--- src/rtl/pedestrian_display_pkg.sv ---
package pedestrian_display_pkg;

  typedef enum logic [1:0] {
    LOAD,
    SHIFT,
    STORE
  } conv_state_t;

  // Clock cycles per countdown unit.
  function automatic int unsigned div_of(input int unsigned clk_freq,
                                         input int unsigned tick_hz);
    return clk_freq / tick_hz;
  endfunction

  // Clock cycles per half flash period.
  function automatic int unsigned flash_div_of(input int unsigned clk_freq,
                                               input int unsigned flash_hz);
    int unsigned d;
    d = clk_freq / (2 * flash_hz);
    return (d == 0) ? 1 : d;
  endfunction

  // Bits needed to count 0..count-1.
  function automatic int unsigned width_for(input int unsigned count);
    return (count <= 2) ? 1 : $clog2(count);
  endfunction

  // Largest value shown on a display of the given digit count.
  function automatic longint unsigned bcd_max(input int unsigned digits);
    longint unsigned m;
    m = 1;
    for (int unsigned i = 0; i < digits; i++) m = m * 10;
    return m - 1;
  endfunction

endpackage

--- src/rtl/pedestrian_countdown_display_if.sv ---
interface pedestrian_countdown_display_if #(
  parameter int unsigned NUM_CH     = 4,
  parameter int unsigned TIME_W     = 16,
  parameter int unsigned BCD_DIGITS = 4
);
  logic [NUM_CH-1:0]              ch_enable;
  logic [NUM_CH-1:0]              ch_start;
  logic [NUM_CH*TIME_W-1:0]       ch_load;
  logic [NUM_CH*TIME_W-1:0]       time_left;
  logic [NUM_CH-1:0]              ch_active;
  logic [NUM_CH-1:0]              ch_flash;
  logic [NUM_CH-1:0]              ch_expired;
  logic [NUM_CH*4*BCD_DIGITS-1:0] bcd_out;
  logic [NUM_CH-1:0]              bcd_valid;

  modport master (
    output ch_enable, ch_start, ch_load,
    input  time_left, ch_active, ch_flash, ch_expired, bcd_out, bcd_valid
  );

  modport slave (
    input  ch_enable, ch_start, ch_load,
    output time_left, ch_active, ch_flash, ch_expired, bcd_out, bcd_valid
  );
endinterface

--- src/rtl/bcd_double_dabble_seq.sv ---
module bcd_double_dabble_seq
  import pedestrian_display_pkg::*;
#(
  parameter int unsigned TIME_W     = 16,
  parameter int unsigned BCD_DIGITS = 4
) (
  input  logic                    clk,
  input  logic                    rst,
  input  logic                    start,
  input  logic [TIME_W-1:0]       bin,
  output logic                    done,
  output logic [4*BCD_DIGITS-1:0] bcd
);
  localparam int unsigned     BCD_W = 4 * BCD_DIGITS;
  localparam int unsigned     CNT_W = width_for(TIME_W);
  localparam longint unsigned MAX_V = bcd_max(BCD_DIGITS);

  conv_state_t       state, state_nxt;
  logic [TIME_W-1:0] bin_q;
  logic [BCD_W-1:0]  acc, acc_adj;
  logic [CNT_W-1:0]  cnt;
  logic              last_shift;

  assign last_shift = (cnt == CNT_W'(TIME_W - 1));
  assign bcd        = acc;

  always_ff @(posedge clk or posedge rst) begin
    if (rst) state <= LOAD;
    else     state <= state_nxt;
  end

  always_comb begin
    state_nxt = state;
    done      = 1'b0;
    unique case (state)
      LOAD:    if (start) state_nxt = SHIFT;
      SHIFT:   if (last_shift) state_nxt = STORE;
      STORE: begin
        done      = 1'b1;
        state_nxt = LOAD;
      end
      default: state_nxt = LOAD;
    endcase
  end

  always_comb begin
    acc_adj = acc;
    for (int unsigned d = 0; d < BCD_DIGITS; d++) begin
      if (acc[4*d +: 4] >= 4'd5) acc_adj[4*d +: 4] = acc[4*d +: 4] + 4'd3;
    end
  end

  // Snapshot saturates to the display maximum so the result always fits.
  always_ff @(posedge clk or posedge rst) begin
    if (rst) begin
      bin_q <= '0;
      acc   <= '0;
      cnt   <= '0;
    end else begin
      unique case (state)
        LOAD: begin
          if (start) begin
            bin_q <= (64'(bin) > MAX_V) ? TIME_W'(MAX_V) : bin;
            acc   <= '0;
            cnt   <= '0;
          end
        end
        SHIFT: begin
          {acc, bin_q} <= {acc_adj[BCD_W-2:0], bin_q, 1'b0};
          cnt          <= cnt + CNT_W'(1);
        end
        default: ;
      endcase
    end
  end

endmodule

--- src/rtl/pedestrian_countdown_display.sv ---
module pedestrian_countdown_display
  import pedestrian_display_pkg::*;
#(
  parameter int unsigned CLK_FREQ     = 50_000_000,
  parameter int unsigned TICK_HZ      = 10,
  parameter int unsigned NUM_CH       = 4,
  parameter int unsigned TIME_W       = 16,
  parameter int unsigned BCD_DIGITS   = 4,
  parameter int unsigned FLASH_THRESH = 50,
  parameter int unsigned FLASH_HZ     = 2
) (
  input  logic                           clk,
  input  logic                           rst,
  pedestrian_countdown_display_if.slave  bus
);
  localparam int unsigned DIV       = div_of(CLK_FREQ, TICK_HZ);
  localparam int unsigned FLASH_DIV = flash_div_of(CLK_FREQ, FLASH_HZ);
  localparam int unsigned PRESC_W   = width_for(DIV);
  localparam int unsigned FLASH_W   = width_for(FLASH_DIV);
  localparam int unsigned PTR_W     = width_for(NUM_CH);
  localparam int unsigned BCD_W     = 4 * BCD_DIGITS;

  logic [FLASH_W-1:0]      flash_cnt;
  logic                    flash_phase;
  logic [TIME_W-1:0]       tl [NUM_CH];
  logic [PTR_W-1:0]        ptr;
  logic [NUM_CH*BCD_W-1:0] bcd_q;
  logic [NUM_CH-1:0]       valid_q;
  logic                    conv_done;
  logic [BCD_W-1:0]        conv_bcd;

  always_ff @(posedge clk or posedge rst) begin
    if (rst) begin
      flash_cnt   <= '0;
      flash_phase <= 1'b0;
    end else if (flash_cnt == FLASH_W'(FLASH_DIV - 1)) begin
      flash_cnt   <= '0;
      flash_phase <= ~flash_phase;
    end else begin
      flash_cnt   <= flash_cnt + FLASH_W'(1);
    end
  end

  for (genvar k = 0; k < NUM_CH; k++) begin : g_ch
    logic [PRESC_W-1:0] presc;
    logic [TIME_W-1:0]  count;
    logic [TIME_W-1:0]  load;
    logic               active;
    logic               expired;
    logic               flash;

    assign load = bus.ch_load[k*TIME_W +: TIME_W];

    // Priority: disable, then start (wins over a coincident tick), then tick.
    always_ff @(posedge clk or posedge rst) begin
      if (rst) begin
        count   <= '0;
        presc   <= '0;
        active  <= 1'b0;
        expired <= 1'b0;
      end else begin
        expired <= 1'b0;
        if (!bus.ch_enable[k]) begin
          count  <= '0;
          presc  <= '0;
          active <= 1'b0;
        end else if (bus.ch_start[k]) begin
          count  <= load;
          presc  <= '0;
          active <= (load != '0);
        end else if (active) begin
          if (presc == PRESC_W'(DIV - 1)) begin
            presc <= '0;
            count <= count - TIME_W'(1);
            if (count == TIME_W'(1)) begin
              active  <= 1'b0;
              expired <= 1'b1;
            end
          end else begin
            presc <= presc + PRESC_W'(1);
          end
        end
      end
    end

    always_ff @(posedge clk or posedge rst) begin
      if (rst) flash <= 1'b0;
      else     flash <= active && (64'(count) <= 64'(FLASH_THRESH)) && flash_phase;
    end

    assign tl[k]                              = count;
    assign bus.time_left[k*TIME_W +: TIME_W] = count;
    assign bus.ch_active[k]                   = active;
    assign bus.ch_expired[k]                  = expired;
    assign bus.ch_flash[k]                    = flash;
  end

  bcd_double_dabble_seq #(
    .TIME_W     (TIME_W),
    .BCD_DIGITS (BCD_DIGITS)
  ) u_conv (
    .clk   (clk),
    .rst   (rst),
    .start (1'b1),
    .bin   (tl[ptr]),
    .done  (conv_done),
    .bcd   (conv_bcd)
  );

  // Round-robin refresh: one channel per completed conversion.
  always_ff @(posedge clk or posedge rst) begin
    if (rst) begin
      bcd_q   <= '0;
      valid_q <= '0;
      ptr     <= '0;
    end else if (conv_done) begin
      bcd_q[BCD_W*ptr +: BCD_W] <= conv_bcd;
      valid_q[ptr]              <= 1'b1;
      ptr <= (ptr == PTR_W'(NUM_CH - 1)) ? '0 : ptr + PTR_W'(1);
    end
  end

  assign bus.bcd_out   = bcd_q;
  assign bus.bcd_valid = valid_q;

endmodule

--- src/flat_wrapper.sv ---
// flat-port wrapper written by rule: the top's interface ports become plain ports
module pedestrian_countdown_display_flat import pedestrian_display_pkg::*;
#(
  parameter int unsigned CLK_FREQ     = 50_000_000,
  parameter int unsigned TICK_HZ      = 10,
  parameter int unsigned NUM_CH       = 4,
  parameter int unsigned TIME_W       = 16,
  parameter int unsigned BCD_DIGITS   = 4,
  parameter int unsigned FLASH_THRESH = 50,
  parameter int unsigned FLASH_HZ     = 2
)
  (clk, rst, bus_ch_enable, bus_ch_start, bus_ch_load, bus_time_left, bus_ch_active, bus_ch_flash, bus_ch_expired, bus_bcd_out, bus_bcd_valid);
  pedestrian_countdown_display_if #(.NUM_CH(NUM_CH), .TIME_W(TIME_W), .BCD_DIGITS(BCD_DIGITS)) bus_i ();
  input  logic clk;
  input  logic rst;
  input wire logic [$bits(bus_i.ch_enable)-1:0] bus_ch_enable;
  input wire logic [$bits(bus_i.ch_start)-1:0] bus_ch_start;
  input wire logic [$bits(bus_i.ch_load)-1:0] bus_ch_load;
  output wire logic [$bits(bus_i.time_left)-1:0] bus_time_left;
  output wire logic [$bits(bus_i.ch_active)-1:0] bus_ch_active;
  output wire logic [$bits(bus_i.ch_flash)-1:0] bus_ch_flash;
  output wire logic [$bits(bus_i.ch_expired)-1:0] bus_ch_expired;
  output wire logic [$bits(bus_i.bcd_out)-1:0] bus_bcd_out;
  output wire logic [$bits(bus_i.bcd_valid)-1:0] bus_bcd_valid;
  assign bus_i.ch_enable = bus_ch_enable;
  assign bus_i.ch_start = bus_ch_start;
  assign bus_i.ch_load = bus_ch_load;
  assign bus_time_left = bus_i.time_left;
  assign bus_ch_active = bus_i.ch_active;
  assign bus_ch_flash = bus_i.ch_flash;
  assign bus_ch_expired = bus_i.ch_expired;
  assign bus_bcd_out = bus_i.bcd_out;
  assign bus_bcd_valid = bus_i.bcd_valid;
  pedestrian_countdown_display #(.CLK_FREQ(CLK_FREQ), .TICK_HZ(TICK_HZ), .NUM_CH(NUM_CH), .TIME_W(TIME_W), .BCD_DIGITS(BCD_DIGITS), .FLASH_THRESH(FLASH_THRESH), .FLASH_HZ(FLASH_HZ)) u_core (.clk(clk), .rst(rst), .bus(bus_i));
endmodule
--- config.mk ---
export PLATFORM = sky130hd
export DESIGN_NAME = pedestrian_countdown_display_flat
export DESIGN_NICKNAME = d
export VERILOG_FILES = /design/src/rtl/pedestrian_display_pkg.sv /design/src/rtl/pedestrian_countdown_display_if.sv /design/src/rtl/bcd_double_dabble_seq.sv /design/src/rtl/pedestrian_countdown_display.sv /design/src/flat_wrapper.sv
export SDC_FILE = /design/constraint.sdc
export NUM_CORES = 1
export LEC_CHECK = 0
export ABC_AREA = 0
export BUFFER_PORTS_ARGS = -buffer_cell sky130_fd_sc_hd__buf_2
export CORE_ASPECT_RATIO = 1.5
export CORE_UTILIZATION = 60
export CTS_CLUSTER_DIAMETER = 120
export CTS_CLUSTER_SIZE = 14
export DETAILED_ROUTE_END_ITERATION = 7
export GPL_ROUTABILITY_DRIVEN = 0
export PLACE_DENSITY = 0.84
export SLEW_MARGIN = 20
export SYNTH_ARGS = -nofsm -noshare
export SYNTH_HDL_FRONTEND = slang
export SYNTH_HIERARCHICAL = 1
export SYNTH_SLANG_ARGS = --single-unit
--- constraint.sdc ---
create_clock -name clk -period 25.3 [get_ports clk]
set_input_delay 6.325 -clock clk [delete_from_list [all_inputs] [get_ports clk]]
set_output_delay 6.325 -clock clk [all_outputs]
set_load 0.005 [all_outputs]
==> results.cfg <==
[clocking]
clkSlewWorstSetupHoldPaths_ns = 0.06
clk_latency_ns = 0.55
postCtsHoldBufs = 0
cts_htree_levels = 1
cts_resized = 0
root_buffer = clkbuf_16
cts_setup_buffers = 0
cts_buffers = 25
cts_buffer_depth = 3
cts_tree = done
clkSinkCount = 301

[timing]
clock.fmax_mhz = 129
clock_skew_ns = 0.0140
relSlewSlack_pct = 27.8
period_minus_slack_ns = 7.76
rsz0062_at_grt = false
setup_viol = 0
fin_crit_sh_pct = 30.7
tightest_slew_ns = 1.07
drv_slew = 0
fin_setup_tns_ns = 0
hold_violations = 0
fin_ws_ns = 17.54

[pwr]
p_sw_uw = 367
clockPowerShare_pct = 29.3
peakVddDrop_mv = 0.0545
comb_power_share_pct = 20.3
power.share.switching_pct = 31.3
intPower_uw = 805
power_density_nw_per_um2 = 66.6
p_leak_nw = 7.72
p_seq_share_pct = 50.5

[die]
die_h_microns = 200
pin_count = 218
core_area_sq_um = 25800
die_area_sq_um = 26900
rows = 72
die_x_microns = 134
start_util_pct = 61.0

[synthesis]
yosysTopAreaCellShare_pct = 47.9
synth-seq-area-share_pct = 47.9
ys.warnings.count = 6
synth_cell_types = 80
syn_area_sq_um = 15700
synthArstFlopShare_pct = 100
synth-edff-count = 0
syn_inst = 1571
synth_flop_cell = dfrtp_1
yosysTopAreaCell = dfrtp_1
ys_ff_latch = 301
syn_avg_cell_area_sq_um = 10.0
synth.area.top_cells = dfrtp_1, xnor2_1, a22o_1

[grt]
antenna_found_initial = 0
grt_overflow = 0
grt_pass1_vias = 13300
grt_pass1_wl_microns = 67400
grt_usage_pct = 31.1
grt_max_degree = 106

[placed_design]
dp_hpwl_microns = 29900
port_buffers = 217
dpl-instance-area_sq_um = 16900
post-place-ws_ns = 17.04

[flow_run]
maxCapViolations = 0

[cells_and_area]
drive_gt1_share_pct = 17.6
final_nets = 1856
design_area_sq_um = 17600
area_growth_pct = 11.9

[drt]
post_drt_wl_per_cell_microns = 20.1
drt_wl_total_microns = 41900
vias = 13500
route.detailed.drc = 0
routed_via_density = 6.51
firstDrtPassIters = 5
drt-initial-drc-count = 1239
ant_nets = 0

[worst_setup_path]
cp_max_fo = 19
max_stage_delay_ns = 0.95
crit_chain = buf_2, nor3b_1, nor4_1, nand3_1, xor2_1, nor2_1
critPathKind = input port to register
crit_path_start = bus_ch_enable[1]
required_ns = 25.72
crit_path_top_delay_cell = nor4_1
rr_startpoint = u_core/g_ch[3].presc[6]
setup.worst_path.start_class = input port
arrival_ns = 8.19
cp-end-kind = register

[outcome]
outcome = completed

[min_path]
hp-class = register to register
worstHoldStart = u_core/bus.bcd_valid[1]
## registers in the layout, indices dropped and copies added (netlist names)
signal	count
u_core/u_conv/bcd	16
u_core/g_ch.flash	4
u_core/flash_phase	1
u_core/u_conv/state	2
u_core/u_conv/cnt	4
u_core/g_ch.expired	4
u_core/bus.bcd_out	64
u_core/bus.bcd_valid	4
u_core/g_ch.active	4
u_core/ptr	2
u_core/g_ch.count	64
u_core/flash_cnt	24
u_core/u_conv/bin_q	16
u_core/g_ch.presc	92
## layout make-up
| type | count | area, sq um |
|---|---|---|
| timing repair buffer | 227 | 1160 |
| clock inverter | 2 | 17.5 |
| tap | 333 | 417 |
| fill | 1924 | 8170 |
| inverter | 56 | 218 |
| multi-input combinational | 1137 | 7620 |
| sequential | 301 | 7530 |
| clock buffer | 25 | 626 |
| antenna | 1 | 2.50 |
## cells in the final DEF (no fill, tap or decap), types with 11 or more instances in the layout
master,instances
nand3_1,65
o21ai_0,80
nor3_1,47
nor2_1,146
or4_1,13
clkbuf_16,25
dfrtp_1,300
nor4_1,59
inv_1,54
nor2b_1,12
a21oi_1,51
buf_2,217
nor3b_1,11
nand2b_1,19
and3_1,18
nand4_1,51
or3_1,13
a31oi_1,16
mux4_2,16
nand2_1,98
ha_1,34
o31ai_1,15
xnor2_1,72
a22o_1,71
xor2_1,62
## power by group through the flow
| stage | registers [mW] | clock network, mW | logic [mW] |
|---|---|---|---|
| after floorplan | 0.570 | 0 | 0.182 |
| after global placement | 0.595 | 0 | 0.223 |
| after detailed placement | 0.598 | 0 | 0.232 |
| after CTS | 0.589 | 0.350 | 0.235 |
| after global routing | 0.598 | 0.368 | 0.259 |
| final | 0.591 | 0.343 | 0.238 |
## Yosys cell counts, types with 15 or more instances
master    count
dfrtp_1     301
nor2_1      146
nand2_1      98
o21ai_0      81
xnor2_1      72
a22o_1       71
nand3_1      65
xor2_1       62
nor4_1       61
inv_1        55
a21oi_1      51
nand4_1      51
nor3_1       48
clkbuf_1     44
ha_1         34
nand2b_1     19
and3_1       18
a31oi_1      16
mux4_2       16
o31ai_1      15
## stage by stage
step	util (%)	total power [mW]	hold WS, ns	cells
detailed placement	65.8	0.829	0.454	2054
floorplan	-	0.752	0.437	1573
global route	68.3	1.23	0.470	2081
finish	68.3	1.17	0.468	2082
global placement	65.7	0.818	0.450	2054
CTS	68.3	1.17	0.467	2081
## path summary, 6_finish.rpt
path / end / slack, ns / depth (start not counted)
setup / recovery: u_core/g_ch[1].presc[19] / 17.54 / 6
hold / removal: u_core/bus.bcd_valid[1] / 0.47 / 1
setup reg to reg: u_core/g_ch[3].presc[2] / 22.55 / 5
hold reg to reg: u_core/bus.bcd_valid[1] / 0.47 / 1
max in group asynchronous: u_core/g_ch[3].presc[13] / 17.97 / 3
min in group asynchronous: u_core/bus.bcd_out[49] / 5.89 / 2
## metal layers
metal / GRT usage (%) / vias up / routed length, microns
li1: - / 6093 / -
met1: 37.1 / 6678 / 15700
met2: 53.4 / 615 / 21300
met3: 5.90 / 159 / 3000
met4: 15.7 / 0 / 1900
met5: 0 / - / 0
## cells by family (layout without fill, tap and decap cells)
family	count (synthesis)	count (layout)	synth area share [%]
compound gates	316	316	13.8
xor+xnor	134	134	7.46
fa+ha+maj	34	34	2.71
buf+inv	135	310	3.86
flops	301	301	47.9
mux	21	21	2.63
other cells	1	4	0.0238
simple gates	629	629	21.6
## critical path, delay by kind of cell
kind / cells / cell delay [ns]
XOR/XNOR: 1 / 0.20
AND/OR/NAND/NOR: 4 / 1.45
buffers and inverters: 1 / 0.20
Power figures use the tool's default switching activity.
